[config.mk]
export PLATFORM = sky130hd
export DESIGN_NAME = ex_muldiv_unit
export DESIGN_NICKNAME = d
export VERILOG_FILES = /design/src/rtl/ex_muldiv_unit.sv
export SDC_FILE = /design/constraint.sdc
export NUM_CORES = 2
export LEC_CHECK = 0
export BUFFER_PORTS_ARGS = -buffer_cell sky130_fd_sc_hd__buf_4
export CORE_MARGIN = 3
export CORE_UTILIZATION = 30
export CTS_CLUSTER_DIAMETER = 150
export CTS_CLUSTER_SIZE = 14
export DETAILED_ROUTE_END_ITERATION = 6
export SYNTH_ARGS = -nofsm -noshare
export SYNTH_HDL_FRONTEND = slang
export SYNTH_SLANG_ARGS = --single-unit
[constraint.sdc]
create_clock -name clk -period 9.6 [get_ports clk]
set_clock_uncertainty 0.1 [all_clocks]
set_input_delay 2.4 -clock clk [delete_from_list [all_inputs] [get_ports clk]]
set_output_delay 2.4 -clock clk [all_outputs]
set_load 0.01 [all_outputs]
[src/rtl/ex_muldiv_unit.sv]
`default_nettype none
// ============================================================================
//  Module      : ex_muldiv_unit
//  Description : Multi-cycle multiply/divide execute unit owning HI/LO.
//                MULT/MULTU through a latency-MUL_LAT product path, DIV/DIVU
//                by restoring radix-2 division with a final sign-fix cycle,
//                MTHI/MTLO as single-edge register writes.
//  Revision    : 1.0  initial release
// ============================================================================
module ex_muldiv_unit #(
    parameter int DATA_W  = 32,
    parameter int MUL_LAT = 2
) (
    input  logic              clk,
    input  logic              resetn,
    input  logic              W_start,
    input  logic [2:0]        W_op,
    input  logic [DATA_W-1:0] W_a,
    input  logic [DATA_W-1:0] W_b,
    input  logic              W_flush,
    output logic              W_busy,
    output logic              W_done,
    output logic              W_div_zero,
    output logic [DATA_W-1:0] W_hi,
    output logic [DATA_W-1:0] W_lo
);

    localparam int               CNT_W    = $clog2(DATA_W + MUL_LAT + 1);
    localparam logic [CNT_W-1:0] MUL_LAST = CNT_W'(MUL_LAT - 1);
    localparam logic [CNT_W-1:0] DIV_LAST = CNT_W'(DATA_W - 1);

    localparam logic [2:0] OP_MULT  = 3'b000;
    localparam logic [2:0] OP_MULTU = 3'b001;
    localparam logic [2:0] OP_DIV   = 3'b010;
    localparam logic [2:0] OP_DIVU  = 3'b011;
    localparam logic [2:0] OP_MTHI  = 3'b100;
    localparam logic [2:0] OP_MTLO  = 3'b101;

    typedef enum logic [1:0] {
        S_IDLE = 2'd0,
        S_MUL  = 2'd1,
        S_DIV  = 2'd2,
        S_FIX  = 2'd3
    } state_t;

    state_t              state_q, state_d;
    logic [CNT_W-1:0]    cnt_q, cnt_d;
    logic [DATA_W-1:0]   hi_q, hi_d;
    logic [DATA_W-1:0]   lo_q, lo_d;
    logic                done_q, done_d;
    logic                dz_q, dz_d;
    logic [DATA_W-1:0]   opa_q, opa_d;      // multiplicand
    logic [DATA_W-1:0]   opb_q, opb_d;      // multiplier, or divisor magnitude
    logic                msigned_q, msigned_d;
    logic [2*DATA_W-1:0] prod_q, prod_d;
    logic [DATA_W-1:0]   rem_q, rem_d;
    logic [DATA_W-1:0]   quo_q, quo_d;      // dividend shifts out as quotient shifts in
    logic                negq_q, negq_d;
    logic                negr_q, negr_d;
    logic                pzero_q, pzero_d;  // divide-by-zero pending in FIX

    logic [2*DATA_W-1:0] mul_a_ext;
    logic [2*DATA_W-1:0] mul_b_ext;
    logic [2*DATA_W-1:0] mul_prod;
    logic [2*DATA_W-1:0] mul_res;
    logic [DATA_W:0]     div_shift;
    logic [DATA_W:0]     div_diff;
    logic                in_signed;
    logic                in_a_neg;
    logic                in_b_neg;

    // Operands are extended to full product width so a single truncated
    // multiply serves both signed and unsigned forms.
    assign mul_a_ext = msigned_q ? {{DATA_W{opa_q[DATA_W-1]}}, opa_q} : {{DATA_W{1'b0}}, opa_q};
    assign mul_b_ext = msigned_q ? {{DATA_W{opb_q[DATA_W-1]}}, opb_q} : {{DATA_W{1'b0}}, opb_q};
    assign mul_prod  = mul_a_ext * mul_b_ext;

    // With a single-cycle latency the product goes straight into HI/LO;
    // otherwise it is taken from the registered stage.
    generate
        if (MUL_LAT == 1) begin : g_mul_direct
            assign mul_res = mul_prod;
        end else begin : g_mul_staged
            assign mul_res = prod_q;
        end
    endgenerate

    assign div_shift = {rem_q, quo_q[DATA_W-1]};
    assign div_diff  = div_shift - {1'b0, opb_q};

    assign in_signed = ~W_op[0];
    assign in_a_neg  = in_signed & W_a[DATA_W-1];
    assign in_b_neg  = in_signed & W_b[DATA_W-1];

    // Next-state and datapath update for all registers.
    always_comb begin
        state_d   = state_q;
        cnt_d     = cnt_q;
        hi_d      = hi_q;
        lo_d      = lo_q;
        done_d    = 1'b0;
        dz_d      = 1'b0;
        opa_d     = opa_q;
        opb_d     = opb_q;
        msigned_d = msigned_q;
        prod_d    = prod_q;
        rem_d     = rem_q;
        quo_d     = quo_q;
        negq_d    = negq_q;
        negr_d    = negr_q;
        pzero_d   = pzero_q;

        case (state_q)
            S_IDLE: begin
                if (W_start && !W_flush) begin
                    case (W_op)
                        OP_MULT, OP_MULTU: begin
                            opa_d     = W_a;
                            opb_d     = W_b;
                            msigned_d = in_signed;
                            cnt_d     = '0;
                            state_d   = S_MUL;
                        end
                        OP_DIV, OP_DIVU: begin
                            cnt_d = '0;
                            if (W_b == '0) begin
                                pzero_d = 1'b1;
                                state_d = S_FIX;
                            end else begin
                                pzero_d = 1'b0;
                                quo_d   = in_a_neg ? -W_a : W_a;
                                opb_d   = in_b_neg ? -W_b : W_b;
                                rem_d   = '0;
                                negq_d  = in_a_neg ^ in_b_neg;
                                negr_d  = in_a_neg;
                                state_d = S_DIV;
                            end
                        end
                        OP_MTHI: hi_d = W_a;
                        OP_MTLO: lo_d = W_a;
                        default: ;
                    endcase
                end
            end

            S_MUL: begin
                prod_d = mul_prod;
                if (cnt_q == MUL_LAST) begin
                    hi_d    = mul_res[2*DATA_W-1:DATA_W];
                    lo_d    = mul_res[DATA_W-1:0];
                    done_d  = 1'b1;
                    state_d = S_IDLE;
                end else begin
                    cnt_d = cnt_q + 1'b1;
                end
            end

            S_DIV: begin
                // Trial subtract; keep the difference only if it did not borrow.
                if (!div_diff[DATA_W]) begin
                    rem_d = div_diff[DATA_W-1:0];
                    quo_d = {quo_q[DATA_W-2:0], 1'b1};
                end else begin
                    rem_d = div_shift[DATA_W-1:0];
                    quo_d = {quo_q[DATA_W-2:0], 1'b0};
                end
                if (cnt_q == DIV_LAST) begin
                    state_d = S_FIX;
                end else begin
                    cnt_d = cnt_q + 1'b1;
                end
            end

            S_FIX: begin
                done_d  = 1'b1;
                state_d = S_IDLE;
                if (pzero_q) begin
                    dz_d = 1'b1;
                end else begin
                    lo_d = negq_q ? -quo_q : quo_q;
                    hi_d = negr_q ? -rem_q : rem_q;
                end
            end

            default: state_d = S_IDLE;
        endcase

        // An abort discards whatever the in-flight op would have committed.
        if (W_flush && (state_q != S_IDLE)) begin
            state_d = S_IDLE;
            hi_d    = hi_q;
            lo_d    = lo_q;
            done_d  = 1'b0;
            dz_d    = 1'b0;
        end
    end

    // State and datapath registers with asynchronous reset.
    always_ff @(posedge clk or negedge resetn) begin
        if (!resetn) begin
            state_q   <= S_IDLE;
            cnt_q     <= '0;
            hi_q      <= '0;
            lo_q      <= '0;
            done_q    <= 1'b0;
            dz_q      <= 1'b0;
            opa_q     <= '0;
            opb_q     <= '0;
            msigned_q <= 1'b0;
            prod_q    <= '0;
            rem_q     <= '0;
            quo_q     <= '0;
            negq_q    <= 1'b0;
            negr_q    <= 1'b0;
            pzero_q   <= 1'b0;
        end else begin
            state_q   <= state_d;
            cnt_q     <= cnt_d;
            hi_q      <= hi_d;
            lo_q      <= lo_d;
            done_q    <= done_d;
            dz_q      <= dz_d;
            opa_q     <= opa_d;
            opb_q     <= opb_d;
            msigned_q <= msigned_d;
            prod_q    <= prod_d;
            rem_q     <= rem_d;
            quo_q     <= quo_d;
            negq_q    <= negq_d;
            negr_q    <= negr_d;
            pzero_q   <= pzero_d;
        end
    end

    assign W_busy     = (state_q != S_IDLE);
    assign W_done     = done_q;
    assign W_div_zero = dz_q;
    assign W_hi       = hi_q;
    assign W_lo       = lo_q;

endmodule
`default_nettype wire
==> results.yml <==
timing:
  drv_slew: 0
  fmax_ghz: 0.108
  worst_slew_pin_slew_ns: 1.21
  min_period_over_period_pct: 96.3
  setup_viol: 0
  min_period_ns: 9.25
  hold_viol_final: 0
  maxSlewHeadroom_pct: 19.4
  fin_ws_ns: 0.351
  rsz0062_at_grt: "no"
  hold_slack_ns: 0.389
clocking:
  cts_tree: "done"
  clock_latency_ns: 0.59
  cts.path.max_buffers: 3
  cts_inserted_buffers: 23
  htreeDepth: 1
  path_clk_slew_ns: 0.08
  root_buffer: "clkbuf_16"
  clock-sinks: 270
detailed_routing:
  ant_nets: 0
  viasPerCell: 4.83
  vias: 46590
  dr.pass1.iters: 6
  drc: 0
  wl_per_cell_um: 20.3
  wl_um: 196000
  drt_iter0_markers: 3495
place:
  portBuffers: 137
  dp_cells: 9618
  post-place-ws_ns: -0.0966
  dp_hpwl_um: 168000
  place.gp.congestion: 0.928
worst_hold_path:
  hold_path_end: "W_hi[27]$_DFFE_PN0P_"
  hold_path.class: "flop to flop"
  hp-start: "W_hi[27]$_DFFE_PN0P_"
  hold_depth: 2
cells_and_area:
  seq_area_um2: 6790
  final_net_count: 8684
  multiInputGateArea_um2: 49700
  fillCellCount: 21774
  fin_cells: 9649
  layout-drive-gt1-share_pct: 7.27
  area_delta_synth_final_pct: 8.95
global_routing:
  track_usage_pct: 18.2
  antenna_found_initial: 12
  grt_pass1_vias: 50094
  grt_max_degree: 145
  grt_remaining_overflow: 0
  grt_pass1_wl_um: 307000
run_status:
  outcome: "completed"
worst_setup_path:
  crit_path_frequent_cell: "fa_1"
  r2r_slack_ns: 0.35
  reg2reg_from: "opb_q[10]$_DFFE_PN0P_"
  r2r-end: "mul_res[59]$_DFFE_PN0P_"
  reg2reg_depth: 30
  slowest_stage: "dfrtp_4"
  endpoint_kind: "flop"
  critPathLaunchType: "flop"
  path_class: "flop to flop"
  critical_path_arrival_ns: 9.61
  cp_max_fo: 13
  critPathMaxStageDelay_ns: 0.60
  crit_required_ns: 9.96
synthesis:
  synthesis.nets: 8679
  yosysTopAreaCell: "fa_1"
  synth_top_area_share_pct: 44.6
  synth_flop_cell: "dfrtp_1"
  synth_edf_count: 0
  ys_seq_area_share_pct: 10.6
  postSynthCellCount: 6834
  yosys_register_bits: 270
  synth_area_um2: 63600
  ys_types: 84
  ys_warn_count: 0
  synth.avg_cell_area_um2: 9.31
  async_flop_share_pct: 100
  synth_area_leaders: "fa_1 45%, dfrtp_1 11%, inv_1 9.3%"
floorplanning:
  io-pin-count: 138
  core-area_um2: 210000
  initial_core_util_pct: 30.3
  die_h_um: 467
  die_w_um: 467
  row_count: 168
  dieArea_um2: 218000
run:
  max_cap_viol_count: 0
==> layer usage <==
layer / routed length, um / share of wire (%) / track usage [%] / up-vias
met5: 11 / 0.0056 / 0 / -
met4: 5980 / 3.1 / 4.80 / 2
met3: 15400 / 7.9 / 3.43 / 226
met2: 85900 / 44 / 28.0 / 1630
met1: 88400 / 45 / 26.2 / 24203
li1: - / - / - / 20529
==> synthesized netlist by cell type, types with 6 or more instances <==
master    instances
inv_1          1583
fa_1           1416
nand2_1         775
and2_1          574
ha_1            358
clkbuf_1        316
dfrtp_1         270
o21ai_0         231
a21oi_1         210
xnor2_1         183
nor2_1          126
mux2_2           79
xor2_1           68
a21o_1           59
nand3_1          55
a22o_1           52
o31ai_1          43
and3_1           33
nor3_1           32
nand4_1          25
nor4_1           22
o311ai_0         20
nand2b_1         19
o21bai_1         18
or3_1            18
a31oi_1          17
buf_1            16
nor2b_1          15
a211oi_1         14
a221oi_1         14
or4_1            14
mux2i_1          13
o21a_1           13
o41ai_1          13
buf_2            11
and4_1            8
a21boi_0          7
o211ai_1          6
==> worst max-delay path: cells and delay by family (launching register included) <==
kind / cells / cell delay (ns)
adder cells (fa/ha/maj): 11 / 5.28
AO/OA/AOI/OAI: 6 / 1.20
buffers and inverters: 8 / 0.85
AND/OR/NAND/NOR: 5 / 1.09
flip-flops: 1 / 0.60
==> layout make-up <==
type                    count  share of cell area (%)
clock inverters             2                  0.0415
diodes                      4                  0.0144
flip-flops and latches    270                    9.80
inverters                1585                    8.58
well taps                2805                    5.06
clock buffers              24                   0.850
multi-input cells        4631                    71.7
repair buffers            328                    3.92
==> worst max-delay path by stage <==
| stage | startpoint | to | slack (ns) | cells after the start |
|---|---|---|---|---|
| 3_3_place_gp | opb_q[13]$_DFFE_PN0P_ | mul_res[63]$_DFFE_PN0P_ | -0.12 | 31 |
| 4_1_cts | opa_q[15]$_DFFE_PN0P_ | mul_res[56]$_DFFE_PN0P_ | 0.04 | 30 |
| 2_1_floorplan | msigned_q$_DFFE_PN0P_ | mul_res[63]$_DFFE_PN0P_ | 0.48 | 28 |
| 6_report | opb_q[10]$_DFFE_PN0P_ | mul_res[59]$_DFFE_PN0P_ | 0.35 | 30 |
| 5_1_grt | opb_q[29]$_DFFE_PN0P_ | mul_res[58]$_DFFE_PN0P_ | 0.003 | 28 |
| 3_5_place_dp | opb_q[13]$_DFFE_PN0P_ | mul_res[63]$_DFFE_PN0P_ | -0.1 | 30 |
==> sequential cells by signal, summed over array words and instances (netlist names), 2 cells and up <==
name	count
opb_q	32
state_q	2
opa_q	32
mul_res	64
W_hi	32
rem_q	32
quo_q	32
cnt_q	6
W_lo	32
==> what timing repair did <==
action	in CTS	in global routing
pin swaps	0	2
endpoints found under the setup margin	11	17
hold buffers	0	0
resized for setup	7	43
buffers inserted	0	1
==> stage by stage <==
step / utilization, % / instance area, um^2 / TNS [ns]
5_1_grt: 33.0 / 69300 / 0
6_report: 33.0 / 69300 / 0
3_5_place_dp: 32.6 / 68600 / -0.310
4_1_cts: 32.9 / 69200 / 0
3_3_place_gp: 32.6 / 68600 / -0.281
2_1_floorplan: - / 63600 / 0
==> cells in the final DEF, fill, tap and decap left out, types with 13 or more instances in the layout <==
cell type  netlist  final
a211oi_1        14     14
a21o_1          59     58
a21oi_1        210    208
a221oi_1        14     14
a22o_1          52     52
a31oi_1         17     16
and2_1         574    574
and3_1          33     33
buf_12           0     19
buf_4            3    305
clkbuf_16        0     23
dfrtp_1        270    245
dfrtp_2          0     23
fa_1          1416   1415
ha_1           358    352
inv_1         1583   1583
mux2_2          79     79
mux2i_1         13     13
nand2_1        775    773
nand2b_1        19     19
nand3_1         55     55
nand4_1         25     25
nor2_1         126    124
nor2b_1         15     14
nor3_1          32     32
nor4_1          22     21
o21a_1          13     13
o21ai_0        231    229
o21bai_1        18     17
o311ai_0        20     20
o31ai_1         43     43
o41ai_1         13     13
or3_1           18     18
or4_1           14     14
xnor2_1        183    183
xor2_1          68     67
==> cell families after synthesis <==
group | count (synthesis) | share of synthesized area, %
DFF | 270 | 10.6
xor gates and xnor gates | 251 | 3.46
AOI/OAI and AO/OA | 771 | 7.68
buffers and inverters | 1933 | 11.5
and+or+nand+nor | 1742 | 13.6
muxes | 92 | 1.60
adders and majority gates | 1775 | 51.6
Power is not shown: default switching activity piles up to over one toggle a cycle in this logic, so the estimate is an artifact.
